### src/rtl/theta_pkg.sv
// Shared definitions for the slice-serial Keccak theta engine.
// Optional feature macro: THETA_INORDER_EN selects in-order emission
// (LOAD/EMIT FSM with full-state slice and parity buffers). When undefined,
// slices are emitted in the order 1..LANE_W-1, 0 (FIRST/STREAM/FLUSH FSM).
package theta_pkg;

    localparam int SLICE_W = 25;
    localparam int COLS    = 5;

`ifdef THETA_INORDER_EN
    localparam int STATE_W = 1;
    typedef enum logic [STATE_W-1:0] {
        ST_LOAD = 1'b0,
        ST_EMIT = 1'b1
    } theta_state_e;
`else
    localparam int STATE_W = 2;
    typedef enum logic [STATE_W-1:0] {
        ST_FIRST  = 2'd0,
        ST_STREAM = 2'd1,
        ST_FLUSH  = 2'd2
    } theta_state_e;
`endif

    // Column parity of one slice: c[x] = XOR over y of slice[x + 5*y].
    function automatic logic [COLS-1:0] col_parity(input logic [SLICE_W-1:0] slice);
        logic [COLS-1:0] c;
        for (int x = 0; x < COLS; x++) begin
            c[x] = slice[x] ^ slice[x+5] ^ slice[x+10] ^ slice[x+15] ^ slice[x+20];
        end
        return c;
    endfunction

    // Theta mask for one slice, D[x] broadcast across all five rows.
    function automatic logic [SLICE_W-1:0] theta_d(input logic [COLS-1:0] c_cur,
                                                   input logic [COLS-1:0] c_prev);
        logic [COLS-1:0] d;
        for (int x = 0; x < COLS; x++) begin
            d[x] = c_cur[(x+4)%COLS] ^ c_prev[(x+1)%COLS];
        end
        return {COLS{d}};
    endfunction

endpackage

### src/rtl/theta_slice_mix.sv
// Combinational theta mix of one slice given its own column parity and the
// column parity of the preceding slice (z-1, wrapping).
module theta_slice_mix
    import theta_pkg::*;
(
    input  logic [SLICE_W-1:0] slice_i,
    input  logic [COLS-1:0]    c_cur_i,
    input  logic [COLS-1:0]    c_prev_i,
    output logic [SLICE_W-1:0] slice_o
);

    // XOR the broadcast D mask into the slice.
    assign slice_o = slice_i ^ theta_d(c_cur_i, c_prev_i);

endmodule

### src/rtl/theta_slice_stream.sv
// Slice-serial Keccak theta engine with valid/ready streaming on both sides.
// Optional feature macro: THETA_INORDER_EN (in-order emission with full-state
// buffering). Default build: reordered emission 1..LANE_W-1 then 0, holding
// only slice 0 and two parity words.
//
// Handshake: a transfer happens on a rising edge where valid && ready. Valid
// never depends on ready; while out_valid && !out_ready the output register
// (out_slice, out_idx, out_last) holds its contents unchanged.
module theta_slice_stream
    import theta_pkg::*;
#(
    parameter  int LANE_W = 64,
    localparam int IDX_W  = (LANE_W > 1) ? $clog2(LANE_W) : 1
) (
    input  logic               clk,
    input  logic               rst_n,
    input  logic               in_valid,
    output logic               in_ready,
    input  logic [SLICE_W-1:0] in_slice,
    output logic               out_valid,
    input  logic               out_ready,
    output logic [SLICE_W-1:0] out_slice,
    output logic [IDX_W-1:0]   out_idx,
    output logic               out_last,
    output logic               busy,
    output logic [STATE_W-1:0] dbg_state_o
);

    localparam logic [IDX_W-1:0] LAST_Z = IDX_W'(LANE_W - 1);
    localparam logic [IDX_W-1:0] ONE_Z  = (LANE_W > 1) ? IDX_W'(1) : '0;

    theta_state_e       state_q, state_d;
    logic [IDX_W-1:0]   z_q, z_d;
    logic               out_valid_q, out_valid_d;
    logic [SLICE_W-1:0] out_slice_q, out_slice_d;
    logic [IDX_W-1:0]   out_idx_q, out_idx_d;
    logic               out_last_q, out_last_d;

    logic [COLS-1:0]    in_par;
    logic               out_free;
    logic [SLICE_W-1:0] mix_slice;
    logic [COLS-1:0]    mix_cur;
    logic [COLS-1:0]    mix_prev;
    logic [SLICE_W-1:0] mix_out;

    assign in_par   = col_parity(in_slice);
    assign out_free = !out_valid_q || out_ready;

    theta_slice_mix u_mix (
        .slice_i  (mix_slice),
        .c_cur_i  (mix_cur),
        .c_prev_i (mix_prev),
        .slice_o  (mix_out)
    );

`ifdef THETA_INORDER_EN

    logic [SLICE_W-1:0] sbuf_q [LANE_W];
    logic [COLS-1:0]    pbuf_q [LANE_W];
    logic               buf_we;
    logic [IDX_W-1:0]   prev_z;

    assign prev_z = (z_q == '0) ? LAST_Z : (z_q - ONE_Z);

    // Capture incoming slices and their column parities at their own index.
    always_ff @(posedge clk) begin
        if (buf_we) begin
            sbuf_q[z_q] <= in_slice;
            pbuf_q[z_q] <= in_par;
        end
    end

    // LOAD collects a full state; slice 0 output is produced on the last
    // accept when the output register is free, otherwise EMIT starts at 0.
    always_comb begin
        state_d     = state_q;
        z_d         = z_q;
        out_valid_d = out_valid_q && !out_ready;
        out_slice_d = out_slice_q;
        out_idx_d   = out_idx_q;
        out_last_d  = out_last_q;
        in_ready    = 1'b0;
        buf_we      = 1'b0;
        mix_slice   = sbuf_q[z_q];
        mix_cur     = pbuf_q[z_q];
        mix_prev    = pbuf_q[prev_z];
        unique case (state_q)
            ST_LOAD: begin
                in_ready = 1'b1;
                if (in_valid) begin
                    buf_we = 1'b1;
                    z_d    = z_q + ONE_Z;
                    if (z_q == LAST_Z) begin
                        z_d     = '0;
                        state_d = ST_EMIT;
                        if (out_free) begin
                            // Slice 0 mixes against the slice arriving now.
                            mix_slice   = (LANE_W == 1) ? in_slice : sbuf_q[0];
                            mix_cur     = (LANE_W == 1) ? in_par   : pbuf_q[0];
                            mix_prev    = in_par;
                            out_valid_d = 1'b1;
                            out_slice_d = mix_out;
                            out_idx_d   = '0;
                            out_last_d  = (LANE_W == 1);
                            z_d         = ONE_Z;
                            state_d     = (LANE_W == 1) ? ST_LOAD : ST_EMIT;
                        end
                    end
                end
            end
            ST_EMIT: begin
                if (out_free) begin
                    out_valid_d = 1'b1;
                    out_slice_d = mix_out;
                    out_idx_d   = z_q;
                    out_last_d  = (z_q == LAST_Z);
                    z_d         = z_q + ONE_Z;
                    if (z_q == LAST_Z) begin
                        z_d     = '0;
                        state_d = ST_LOAD;
                    end
                end
            end
            default: begin
                state_d = ST_LOAD;
                z_d     = '0;
            end
        endcase
    end

    assign busy = (state_q != ST_LOAD) || (z_q != '0) || out_valid_q;

    // FSM, index counter and output register.
    always_ff @(posedge clk or negedge rst_n) begin
        if (!rst_n) begin
            state_q     <= ST_LOAD;
            z_q         <= '0;
            out_valid_q <= 1'b0;
            out_slice_q <= '0;
            out_idx_q   <= '0;
            out_last_q  <= 1'b0;
        end else begin
            state_q     <= state_d;
            z_q         <= z_d;
            out_valid_q <= out_valid_d;
            out_slice_q <= out_slice_d;
            out_idx_q   <= out_idx_d;
            out_last_q  <= out_last_d;
        end
    end

`else

    logic [SLICE_W-1:0] slice0_q, slice0_d;
    logic [COLS-1:0]    c0_q, c0_d;
    logic [COLS-1:0]    cprev_q, cprev_d;

    // FIRST parks slice 0, STREAM emits 1..LANE_W-1 as they arrive, FLUSH
    // emits slice 0 once C_{LANE_W-1} is known.
    always_comb begin
        state_d     = state_q;
        z_d         = z_q;
        slice0_d    = slice0_q;
        c0_d        = c0_q;
        cprev_d     = cprev_q;
        out_valid_d = out_valid_q && !out_ready;
        out_slice_d = out_slice_q;
        out_idx_d   = out_idx_q;
        out_last_d  = out_last_q;
        in_ready    = 1'b0;
        mix_slice   = in_slice;
        mix_cur     = in_par;
        mix_prev    = cprev_q;
        unique case (state_q)
            ST_FIRST: begin
                // Ready even while the previous slice 0 is still held.
                in_ready = 1'b1;
                if (in_valid) begin
                    slice0_d = in_slice;
                    c0_d     = in_par;
                    cprev_d  = in_par;
                    z_d      = ONE_Z;
                    state_d  = (LANE_W == 1) ? ST_FLUSH : ST_STREAM;
                end
            end
            ST_STREAM: begin
                in_ready = out_free;
                if (in_valid && out_free) begin
                    out_valid_d = 1'b1;
                    out_slice_d = mix_out;
                    out_idx_d   = z_q;
                    out_last_d  = 1'b0;
                    cprev_d     = in_par;
                    z_d         = z_q + ONE_Z;
                    if (z_q == LAST_Z) begin
                        state_d = ST_FLUSH;
                    end
                end
            end
            ST_FLUSH: begin
                mix_slice = slice0_q;
                mix_cur   = c0_q;
                mix_prev  = cprev_q;
                if (out_free) begin
                    out_valid_d = 1'b1;
                    out_slice_d = mix_out;
                    out_idx_d   = '0;
                    out_last_d  = 1'b1;
                    z_d         = '0;
                    state_d     = ST_FIRST;
                end
            end
            default: begin
                state_d = ST_FIRST;
                z_d     = '0;
            end
        endcase
    end

    assign busy = (state_q != ST_FIRST) || out_valid_q;

    // FSM, slice 0 / parity storage and output register.
    always_ff @(posedge clk or negedge rst_n) begin
        if (!rst_n) begin
            state_q     <= ST_FIRST;
            z_q         <= '0;
            slice0_q    <= '0;
            c0_q        <= '0;
            cprev_q     <= '0;
            out_valid_q <= 1'b0;
            out_slice_q <= '0;
            out_idx_q   <= '0;
            out_last_q  <= 1'b0;
        end else begin
            state_q     <= state_d;
            z_q         <= z_d;
            slice0_q    <= slice0_d;
            c0_q        <= c0_d;
            cprev_q     <= cprev_d;
            out_valid_q <= out_valid_d;
            out_slice_q <= out_slice_d;
            out_idx_q   <= out_idx_d;
            out_last_q  <= out_last_d;
        end
    end

`endif

    assign out_valid   = out_valid_q;
    assign out_slice   = out_slice_q;
    assign out_idx     = out_idx_q;
    assign out_last    = out_last_q;
    assign dbg_state_o = state_q;

endmodule

### config.mk
export PLATFORM = sky130hd
export DESIGN_NAME = theta_slice_stream
export DESIGN_NICKNAME = d
export VERILOG_FILES = /design/src/rtl/theta_pkg.sv /design/src/rtl/theta_slice_mix.sv /design/src/rtl/theta_slice_stream.sv
export SDC_FILE = /design/constraint.sdc
export NUM_CORES = 1
export LEC_CHECK = 0
export CELL_PAD_IN_SITES_DETAIL_PLACEMENT = 0
export CELL_PAD_IN_SITES_GLOBAL_PLACEMENT = 2
export CORE_ASPECT_RATIO = 0.9
export CORE_MARGIN = 3
export CORE_UTILIZATION = 33
export CTS_BUF_LIST = sky130_fd_sc_hd__clkbuf_8
export CTS_CLUSTER_DIAMETER = 150
export DETAILED_ROUTE_END_ITERATION = 10
export PLACE_DENSITY_LB_ADDON = 0.08
export SLEW_MARGIN = 15
export SYNTH_ARGS = -nofsm -noshare
export SYNTH_HDL_FRONTEND = slang
export SYNTH_SLANG_ARGS = --single-unit
export TNS_END_PERCENT = 50
### constraint.sdc
create_clock -name clk -period 2.1 [get_ports clk]
set_input_delay 0.315 -clock clk [delete_from_list [all_inputs] [get_ports clk]]
set_output_delay 0.315 -clock clk [all_outputs]
set_load 0.02 [all_outputs]
==> impl_metrics.csv, run 1 <==
group,metric,value,unit
layout,syn_to_final_growth,44.12,%
status,status,"finished, violations left",
global_routing,gr-total-overflow,0,
worst_setup_path,critPathTopFamily,"simple AND/OR/NAND/NOR gates",
worst_setup_path,worst-setup-path-type,"in -> reg",
power_and_ir_drop,peakVddDrop,557.0,uV
placement,dp.final_hpwl,8631,um
placement,io_buffers,65,
power_and_ir_drop,p_switching,0.002764,W
synthesis,synth_area_leaders,"dfrtp_1, mux2_2, mux2_1",
worst_setup_path,crit_slowest_cell,"xnor3_2",
cts,htreeDepth,3,
routing,post_drt_wl_per_cell,16.62,um
worst_setup_path,crit_chain,"clkdlybuf4s50_1 -> xnor3_2 -> and3_4 -> a2111oi_4 -> a21oi_2 -> or3b_1",
cts,cts.path.max_buffers,2,
timing,max_slew.worst_pin.slew,0.4766,ns
power_and_ir_drop,p_int,0.004595,W
worst_setup_path,cp_num_buf_inv,1,
routing,vias_per_cell,4.885,
min_path,hold_path_class,"in -> reg",
routing,drc_errors,0,
power_and_ir_drop,seqPwrFrac,0.344,
synthesis,synth_cell_type_count,39,
timing,finalHoldViolCount,0,
layout,seq_area,0.001904,mm^2
timing,tns,-0.3053,ns
routing,drt-initial-drc-count,170,
layout,postLayoutCoreUtil,0.4933,
synthesis,syn_area_per_cell,10.82,um^2
layout,multiInputGateArea,0.002603,mm^2
timing,setup_slack,-0.05359,ns
timing,layout_min_cycle_time,2.154,ns
placement,dp_cells,694,
power_and_ir_drop,pwr_density_cell,1162,mW/mm^2
synthesis,async_flop_share,1.000,
placement,gp_congestion,0.8018,
worst_setup_path,cp_data_arrival_time,2.39,ns
floorplan,core_region_area,0.01283,mm^2
layout,nFillCells,1184,
floorplan,start_util,0.3423,
global_routing,grt_pass1_wl,18770,um
timing,period_share,1.026,
global_routing,grt_max_degree,37,
synthesis,yosys.area.top_type,"dfrtp_1",
layout,drive_above_1_share,0.3669,
synthesis,synth_ff_type,"dfrtp_1",
timing,slew_violations,0,
floorplan,ios,66,
worst_setup_path,cp_data_required_time,2.33,ns
synthesis,ys_ff_latch,76,
synthesis,synth_cells,406,
synthesis,synth_area,0.004393,mm^2
routing,wl,11970,um
placement,place_ws,-0.4912,ns
worst_setup_path,path_max_fanout,5,
timing,slew_headroom,0.6819,
floorplan,die_area,0.01473,mm^2
timing,fmax,464.3,MHz
job,maxCapViolCount,0,
global_routing,grt_util_all_layers,0.1649,
worst_setup_path,crit_path_start_kind,"primary input",
global_routing,antenna_found_initial,0,
synthesis,ys.warnings.count,0,
floorplan,dieHeight,115.5,um
cts,cts.sinks,76,
routing,first_pass_iters,4,
routing,ant_nets,0,
layout,layout.cells.non_filler,720,
status,violations,"negative setup slack",
layout,n_antenna_cell,0,
cts,cts_tree,"yes",
cts,numCtsBuffers,9,
timing,grt_setup_unrepaired,"true",
layout,fin_nets,584,
synthesis,synth_edf_count,0,
timing,setup_violations,12,
synthesis,synth_top_area_share,0.4329,
power_and_ir_drop,comb_power_share,0.509,
synthesis,seq_area_frac_synth,0.4329,
worst_setup_path,slowest_delay,0.52,ns
worst_setup_path,worstSetupEndpointType,"register",
timing,skew,0.009049,ns
synthesis,syn_nets,439,
cts,clock_latency,0.36,ns
floorplan,rows,39,
floorplan,die_x,127.6,um
global_routing,grt_pass1_vias,3357,
power_and_ir_drop,clockPowerShare,0.147,
cts,root_buffer,"clkbuf_8",
cts,path_clk_slew,0.08,ns
routing,vias,3517,
power_and_ir_drop,p_leak,2.782,nW
power_and_ir_drop,p_sw_frac,0.3755,
## layout by cell type, fill, tap and decap left out, types with 6 or more instances in the layout
cell type,Yosys,layout
and3_1,26,25
dfrtp_1,76,74
and3_4,5,6
buf_4,1,72
buf_6,2,9
o21ai_1,9,10
nand2b_1,12,12
o21ai_0,12,11
nor2_1,13,8
mux2_1,15,15
xor2_1,9,6
nand3_1,12,12
clkdlybuf4s50_1,0,57
nand2_1,44,43
a21oi_2,5,12
clkbuf_8,0,9
o31ai_1,20,18
a21oi_1,23,16
mux2_2,40,40
nor3b_1,10,6
## registers in the layout, summed over array words and instances, names as in the netlist
| register | count |
|---|---|
| out_slice | 25 |
| slice0_q | 25 |
| out_idx | 6 |
| z_q | 6 |
| c0_q | 5 |
| cprev_q | 5 |
| dbg_state_o | 2 |
| out_last | 1 |
| out_valid | 1 |
## cell usage after synthesis, types with 5 or more instances
library cell and instances:
a2111oi_4 5, a21oi_1 23, a21oi_2 5, and2_1 5, and3_1 26, and3_4 5
buf_2 6, clkbuf_1 10, dfrtp_1 76, mux2_1 15, mux2_2 40, nand2_1 44
nand2b_1 12, nand3_1 12, nor2_1 13, nor2b_1 6, nor3_1 5, nor3b_1 10
nor4b_2 5, o21ai_0 12, o21ai_1 9, o31ai_1 20, or3b_1 5, xnor3_2 5
xor2_1 9
## per-layer routing
layer	vias up	track usage	share of wire
li1	1774	-	-
met1	1687	0.2469	0.51
met2	54	0.2389	0.45
met3	2	0.03963	0.038
met4	0	0.04455	0.0035
met5	-	0	0
## layout make-up
| class | instances | share of cell area |
|---|---|---|
| Inverter | 2 | 0.001186 |
| Clock inverter | 7 | 0.009486 |
| Tap cell | 164 | 0.03241 |
| Clock buffer | 9 | 0.01957 |
| Timing Repair Buffer | 153 | 0.2255 |
| Multi-Input combinational cell | 309 | 0.4111 |
| Sequential cell | 76 | 0.3008 |
## path summary, 6_finish.rpt
path | from | endpoint | slack [ns] | depth (start not counted)
max reg2reg | dbg_state_o[0] | out_slice[19] | 0 | 9
max in group asynchronous | rst_n | dbg_state_o[1] | 1.11 | 3
min reg2reg | out_slice[24] | out_slice[24] | 0.48 | 2
min | in_slice[2] | slice0_q[2] | 0.31 | 2
max | in_slice[18] | out_slice[19] | -0.05 | 6
min in group asynchronous | rst_n | slice0_q[8] | 0.41 | 2
## stage by stage
step                      cell area, um^2  hold WS [ns]  power, W
final                                6331        0.3073  0.007359
after global routing                 6331        0.3107  0.007901
after CTS                            6085        0.3889  0.007330
after detailed placement             5801        0.2496  0.006160
after global placement               5801        0.2484  0.006081
after floorplan                      4423       0.01941  0.004541
## cells by family after synthesis
| kind of cell | count (synthesis) | synth area share |
|---|---|---|
| XOR/XNOR | 15 | 0.04700 |
| multiplexers | 55 | 0.1410 |
| AND/OR/NAND/NOR | 152 | 0.2011 |
| buffers and inverters | 21 | 0.02393 |
| AO/OA/AOI/OAI | 83 | 0.1427 |
| flip-flops | 76 | 0.4329 |
| adder cells (fa/ha/maj) | 4 | 0.01139 |
## power by group through the flow
stage / combinational [W] / clock, W / sequential, W
2_1_floorplan: 0.00170 / 0 / 0.00284
3_3_place_gp: 0.00355 / 0 / 0.00253
3_5_place_dp: 0.00360 / 0 / 0.00256
4_1_cts: 0.00366 / 0.00114 / 0.00253
5_1_grt: 0.00408 / 0.00120 / 0.00263
6_report: 0.00374 / 0.00108 / 0.00253
## what timing repair did
item,4_1_cts,5_1_grt
pin swaps,9,30
setup buffers,5,7
resized for setup,17,48
setup endpoints to repair,24,28
cloned,0,0
endpoints found under the hold margin,23,0
hold buffers,1,0
Power figures use the tool's default switching activity.
==> inputs of run 2 (changes only) <==
Settings changed: SETUP_SLACK_MARGIN set to 0.2.
Clock period 2.1 ns to 1.9 ns, I/O delays scaled along.
==> impl_metrics.csv, run 2 (same netlist as run 1, synthesis figures left out) <==
group,metric,value,unit
routing,drc_errors,0,
cts,cts.path.max_buffers,2,
placement,gp_congestion,0.7173,
timing,setup_violations,26,
timing,finalHoldViolCount,0,
timing,fmax,471.5,MHz
layout,drive_above_1_share,0.3912,
routing,drt-initial-drc-count,207,
timing,setup_slack,-0.2209,ns
layout,seq_area,0.001904,mm^2
cts,clock_latency,0.36,ns
worst_setup_path,cp-startpoint,"dbg_state_o[0]",
routing,vias,3659,
floorplan,ios,66,
global_routing,grt_util_all_layers,0.1723,
layout,final_common_cell,"buf_4",
routing,vias_per_cell,4.985,
job,maxCapViolCount,0,
layout,n_antenna_cell,0,
global_routing,grt_max_degree,35,
layout,final_cell_mix,"buf_4, dfrtp_1, clkdlybuf4s50_1",
floorplan,start_util,0.3423,
timing,slew_headroom,0.6829,
power_and_ir_drop,peakVddDrop,708.3,uV
global_routing,antenna_found_initial,0,
power_and_ir_drop,pwr_density_cell,1339,mW/mm^2
cts,htreeDepth,3,
cts,root_buffer,"clkbuf_8",
floorplan,dieHeight,115.5,um
floorplan,rows,39,
worst_setup_path,path_max_fanout,6,
worst_setup_path,worstSetupEndpointType,"register",
timing,tns,-2.622,ns
timing,period_share,1.116,
layout,syn_to_final_growth,51.21,%
min_path,min-delay-start,"in_slice[12]",
cts,path_clk_slew,0.08,ns
worst_setup_path,r2r-start,"dbg_state_o[0]",
worst_setup_path,crit_path_start_kind,"register",
worst_setup_path,cp_data_arrival_time,2.38,ns
timing,max_slew.worst_pin.slew,0.4757,ns
global_routing,grt_pass1_vias,3668,
worst_setup_path,cp_data_required_time,2.16,ns
layout,layout.cells.non_filler,734,
min_path,hold_path_class,"in -> reg",
routing,ant_nets,0,
status,status,"finished, violations left",
status,violations,"negative setup slack",
cts,cts.sinks,76,
routing,first_pass_iters,4,
timing,grt_setup_unrepaired,"true",
placement,io_buffers,65,
timing,slew_violations,0,
power_and_ir_drop,power.total,0.008896,W
floorplan,die_x,127.6,um
floorplan,core_region_area,0.01283,mm^2
routing,post_drt_wl_per_cell,16.99,um
timing,layout_min_cycle_time,2.121,ns
cts,numCtsBuffers,9,
routing,wl,12470,um
placement,dp_cells,700,
layout,multiInputGateArea,0.002731,mm^2
layout,postLayoutCoreUtil,0.5176,
layout,nFillCells,1189,
placement,dp.final_hpwl,8397,um
power_and_ir_drop,p_leak,3.048,nW
global_routing,gr-total-overflow,0,
cts,cts_tree,"yes",
floorplan,die_area,0.01473,mm^2
timing,skew,0.006231,ns
layout,fin_nets,601,
global_routing,grt_pass1_wl,19860,um
worst_setup_path,worst-setup-path-type,"reg -> reg",
## run 2: changes by cell type in the layout (fill, tap and decap cells not counted), sizes merged, moves of 2 or more
| cell | delta |
|---|---|
| buf | +15 |
| clkbuf | +4 |
| clkdlybuf4s50 | -5 |
| dlygate4sd2 | +4 |
| inv | -2 |
## run 2: repair_timing
action | CTS | global route
pin swaps | 32 | 21
gates cloned | 3 | 3
endpoints found under the hold margin | 29 | 0
hold buffers | 1 | 0
gates resized for setup | 82 | 25
buffers inserted | 10 | 4
setup endpoints to repair | 73 | 75
## run 2: cell type report
class,instances,area share
Multi-Input combinational cell,310,0.4112
Sequential cell,76,0.2867
Timing Repair Buffer,169,0.2434
Tap cell,164,0.03089
Clock buffer,10,0.02072
Clock inverter,3,0.006028
Inverter,2,0.001130
## run 2: worst paths after layout
kind / endpoint / slack (ns) / depth (start not counted)
max: out_slice[6] / -0.22 / 9
min: slice0_q[12] / 0.35 / 3
max reg2reg: out_slice[6] / -0.22 / 9
min reg2reg: out_slice[3] / 0.48 / 2
max in group asynchronous: c0_q[4] / 0.87 / 3
min in group asynchronous: out_slice[14] / 0.43 / 2
## run 2: metal layers
metal	GRT usage	up-vias	part of all wire
li1	-	1797	-
met1	0.2565	1789	0.52
met2	0.2550	65	0.43
met3	0.04700	8	0.043
met4	0.03041	0	0.0069
met5	0	-	0
## run 2: report_power, final
part	switching [W]	internal [W]
logic	0.00222	0.00267
registers	0.000442	0.00236
clock network	0.000588	0.000617
## run 2: worst max-delay path, stage by stage, from the launching register on
cell	delay, ns
dfrtp_2	0.41
inv_2	0.08
ha_4	0.19
and2b_2	0.24
nor3b_1	0.14
buf_4	0.13
a2111oi_4	0.30
buf_4	0.21
a21oi_1	0.07
o31ai_1	0.24
## run 2: per-stage QoR
| step | instance area, um^2 | hold slack (ns) | setup slack (ns) |
|---|---|---|---|
| 3_3_place_gp | 5893 | 0.2705 | -0.5326 |
| 3_5_place_dp | 5893 | 0.2767 | -0.5769 |
| 6_report | 6643 | 0.3451 | -0.2209 |
| 4_1_cts | 6427 | 0.3348 | -0.2286 |
| 2_1_floorplan | 4487 | -0.01059 | -0.1953 |
| 5_1_grt | 6643 | 0.3334 | -0.3510 |
==> RTL edit 1 (flow settings as in run 1) <==
Take the reset off `c0_q` and load it in a clocked block of its own.
--- a/src/rtl/theta_slice_stream.sv
+++ b/src/rtl/theta_slice_stream.sv
@@ -227,3 +227,2 @@
             slice0_q    <= '0;
-            c0_q        <= '0;
             cprev_q     <= '0;
@@ -237,3 +236,2 @@
             slice0_q    <= slice0_d;
-            c0_q        <= c0_d;
             cprev_q     <= cprev_d;
@@ -246,2 +244,6 @@
 
+    always_ff @(posedge clk) begin
+        c0_q <= c0_d;
+    end
+
 `endif
Behaviour: no difference found for any inputs over 10 cycles, from zero or initial values and one cycle with rst_n low; that may be too few to reach the edited logic, so the function may still have changed.
==> RTL edit 1 against run 1 <==
Worst setup slack better by 0.058 ns. Synthesized area up 0.14%. Die area is 0.14% higher. Worst hold slack worse by 0.043 ns. Wire length is 7.9% lower. Sequential share of layout area is 0.85 points higher. Power shrank 0.68%. Count of clock-buffer cells in the layout grew 1. Sequential cell count unchanged. Final area is 1.5% lower. Critical path type unchanged.
==> RTL edit 1: results (changes against run 1) <==
Yosys
  – Seq/Total Area, Yosys: 43.8% (+0.51 points)
  – Post-Synth XOR/XNOR Area: 4.69% (-0.0067 points)
  – Post-synthesis compound-gate area fraction: 13.3% (-0.93 points)
  – Post-synthesis mux area share: 14.8% (+0.75 points)
  – Gate Count Post-Synth: 393 (-3.2%)
  – Cell variety after synth: 40 (+2.6%)
  – Area contributors post-synth: dfrtp_1, mux2_2, edfxtp_1, o31ai_1, a2111oi_4
  – Net Count, Synth: 426 (-3.0%)
  – Synth async-reset ratio: 93.4% (-6.6 points)

Timing
  – Setup TNS: 0 ns (+0.305 ns)
  – Fin Hold WS: 0.265 ns (-0.0425 ns)

Placed design
  – Post-placement cell count: 666 (-4.0%)
  – Place WS: -0.511 ns (-0.0195 ns)
  – DP Area: 5720 um2 (-1.4%)
  – HPWL Detailed: 7.64 mm (-11%)

Global routing
  – Global Route Usage Sum: 15.7% (-0.79 points)
  – First-pass GRT wire length: 18.1 mm (-3.5%)

Min path
  – HP Start: in_slice[4]

Pwr
  – Switch Pwr: 2.67 mW (-3.4%)
  – Leakage: 2.67 nW (-3.9%)
  – Power Internal: 4.64 mW (+0.92%)
  – Max VDD drop: 0.548 mV (-1.6%)

Worst setup path
  – WP data arrival: 2.34 ns (-0.05 ns)
  – Worst reg2reg endpoint: out_slice[21]$_DFFE_PN0P_
  – Critical Path End: out_slice[23]$_DFFE_PN0P_
  – R2r worst-path depth: 8 (-1)

Clocking
  – Post-CTS resize count: 8 (-9)
  – # Post-CTS Setup Buffers: 10 (+5)

Cells and area
  – Final net count: 564 (-3.4%)
  – Layout cells sized above 1: 43.6% (+6.9 points)
  – Filler Cell Count: 1,241 (+4.8%)

Run status
  – Status: finished, final reports clean

Drt
  – Vias per cell: 4.92 (+0.66%)
## RTL edit 1: cell types whose count changed after synthesis, sizes merged, moves of 2 or more
| cell | change |
|---|---|
| and2b | +2 |
| dfrtp | -5 |
| xnor2 | +4 |
| xor2 | -4 |
| o21ai | -8 |
| nand2 | -8 |
| mux2 | +3 |
| edfxtp | +5 |
| nor2b | -2 |
## RTL edit 1: final cells by class
class / instances / area (um2) / share of cell area, %
inverters: 3 / 11.3 / 0.181
repair buffers: 145 / 1300 / 20.9
multi-input cells: 296 / 2600 / 41.8
flip-flops and latches: 76 / 1930 / 30.9
well taps: 164 / 205 / 3.29
clock inverters: 5 / 46.3 / 0.743
clock buffers: 10 / 138 / 2.21
## RTL edit 1: metal layers
layer  share of wire, %  up-vias  global-route usage [%]
met5                  0        -                       0
met4               0.98        0                    4.53
met3                4.2        8                    4.33
met2                 44       54                    23.8
met1                 51     1662                    22.2
li1                   -     1713                       -
==> RTL edit 2 (settings of run 1) <==
Made on the original files. `LANE_W`: 64 -> 128.
--- a/src/rtl/theta_slice_stream.sv
+++ b/src/rtl/theta_slice_stream.sv
@@ -11,3 +11,3 @@
 #(
-    parameter  int LANE_W = 64,
+    parameter  int LANE_W = 128,
     localparam int IDX_W  = (LANE_W > 1) ? $clog2(LANE_W) : 1
Ports: changed (resized out_idx); port bits go from 66 to 67. The function was not compared with the original's and may differ.
==> RTL edit 2 against run 1 <==
Clock skew about the same. Critical path type unchanged. Combinational power rose by 2%. Power increased by 2.4%. Largest cell class unchanged. Sequential power up 2%. Worst setup slack improved by 0.065 ns. Synthesized area grew 2.0%. Global-route usage decreased by 0.90 points. Wire length shrank 3.6%. Final area up 5.2%. Clock power grew 8%. First-iteration DRC count down 13%. Sequential cell count rose by 2.
==> RTL edit 2: results (changes against run 1) <==
Run status
  – Status: finished, final reports clean

Clocking
  – Clock Latency Late Sink: 0.38 ns (+0.02 ns)

Yosys
  – Seq/Total Area, Yosys: 43.6% (+0.28 points)
  – Area contributors post-synth: dfrtp_1, mux2_2, and3_1, o31ai_1, nand2_1
  – Synth Area in Adders: 1.12% (-0.022 points)
  – Net Count, Synth: 446 (+1.6%)
  – Gate Count Post-Synth: 413 (+1.7%)
  – Yosys warns: 0 (unchanged)
  – Post-synthesis mux area share: 15.1% (+0.96 points)
  – Top cells by count, synth: dfrtp_1, mux2_2, nand2_1
  – Post-synthesis compound-gate area fraction: 13.9% (-0.39 points)
  – Cell variety after synth: 38 (-2.6%)
  – Post-Synth XOR/XNOR Area: 4.61% (-0.091 points)

Placed design
  – DP Area: 5900 um2 (+1.7%)
  – Final RePlAce weighted congestion: 0.731 (-8.9%)
  – Port bufs: 66 (+1.5%)
  – Place WS: -0.384 ns (+0.107 ns)
  – HPWL Detailed: 8.09 mm (-6.3%)
  – Post-placement cell count: 697 (+0.43%)

Drt
  – DRT Wirelength: 11.5 mm (-3.6%)
  – WL per Instance: 15.5 um (-6.5%)
  – Detailed Route Iter0 Violations: 148 (-13%)
  – Via count: 3,704 (+5.3%)

Worst setup path
  – WP data arrival: 2.34 ns (-0.05 ns)
  – Worst path slowest cell: clkdlybuf4s50_1
  – R2R Setup Slk: 0.05 ns (+0.05 ns)
  – Crit-path max FO: 4 (-1)

Timing
  – Clock skew: 0.00953 ns (+0.000484 ns)
  – Least-Margin Pin Slew: 0.533 ns (+0.0562 ns)
  – Fin Hold WS: 0.296 ns (-0.0118 ns)
  – Min cycle time layout: 2.09 ns (-0.0654 ns)

Global routing
  – Global Route Usage Sum: 15.6% (-0.90 points)
  – Largest net degree at the start of global routing: 39 (+5.4%)
  – First-pass GRT wire length: 18.4 mm (-2.2%)
  – Vias in the first global route: 3,479 (+3.6%)

Pwr
  – Leakage: 3.00 nW (+7.9%)
  – Max VDD drop: 0.734 mV (+32%)

Cells and area
  – Area occupied by multi-input gates: 2710 um2 (+4.0%)
  – Final net count: 606 (+3.8%)
  – Layout cells sized above 1: 43.6% (+6.9 points)
  – Filler Cell Count: 1,210 (+2.2%)
[RTL edit 2: cell types whose count changed in the layout (fill, tap and decap cells not counted), sizes merged, moves of 3 or more]
cell / change
buf: +16
clkdlybuf4s50: -5
nand2: -3
clkbuf: +3
mux2: +4
o21ai: -3
dlymetal6s2s: +8
[RTL edit 2: path summary, 6_finish.rpt]
check	from	cells past startpoint	to
worst max-delay path	in_slice[23]	6	out_slice[19]$_DFFE_PN0P_
worst min-delay path	in_slice[21]	2	slice0_q[21]$_DFFE_PN0P_
worst max register to register	dbg_state_o[0]$_DFFE_PN0P_	8	out_slice[19]$_DFFE_PN0P_
worst min register to register	out_slice[7]$_DFFE_PN0P_	2	out_slice[7]$_DFFE_PN0P_
max in group asynchronous	rst_n	3	out_idx[4]$_DFFE_PN0P_
min in group asynchronous	rst_n	2	slice0_q[6]$_DFFE_PN0P_
[RTL edit 2: layer usage]
| layer | vias up | GRT usage (%) | wire (um) |
|---|---|---|---|
| li1 | 1819 | - | - |
| met1 | 1818 | 22.3 | 5750 |
| met2 | 51 | 23.1 | 5230 |
| met3 | 16 | 4.30 | 390 |
| met4 | 0 | 4.41 | 161 |
| met5 | - | 0 | 0 |
[RTL edit 2: cell type report]
type                    instances  share of cell area (%)
multi-input cells             311                    40.7
inverters                       2                   0.113
clock inverters                 5                   0.733
clock buffers                  11                    2.27
flip-flops and latches         78                    29.3
well taps                     164                    3.08
repair buffers                171                    23.8
[RTL edit 2: power by group]
group / internal [mW] / switching, mW / leakage (nW) / total (mW)
Clock: 0.604 / 0.570 / 0.110 / 1.17
Combinational: 2.05 / 1.75 / 1.93 / 3.80
Sequential: 2.15 / 0.420 / 0.961 / 2.57
Total: 4.80 / 2.74 / 3.00 / 7.54
[RTL edit 2: timing repair]
action,4_1_cts,5_1_grt
pin swaps,2,38
gates resized for setup,12,74
endpoints found under the hold margin,35,0
endpoints found under the setup margin,27,26
buffers inserted,3,27
gates cloned,0,0
hold buffers,1,0
[RTL edit 2: cells by family (layout without fill, tap and decap cells)]
group | Yosys count | count (layout)
AND/OR/NAND/NOR | 150 | 150
AO/OA/AOI/OAI | 82 | 82
flip-flops | 78 | 78
buffers and inverters | 24 | 189
multiplexers | 60 | 60
adder cells (fa/ha/maj) | 4 | 4
XOR/XNOR | 15 | 15
[RTL edit 2: critical path: cells and delay by family]
| kind | cells | cell delay (ns) |
|---|---|---|
| AOI/OAI and AO/OA | 2 | 0.52 |
| xor gates and xnor gates | 1 | 0.40 |
| buffers and inverters | 1 | 0.51 |
| and+or+nand+nor | 2 | 0.59 |
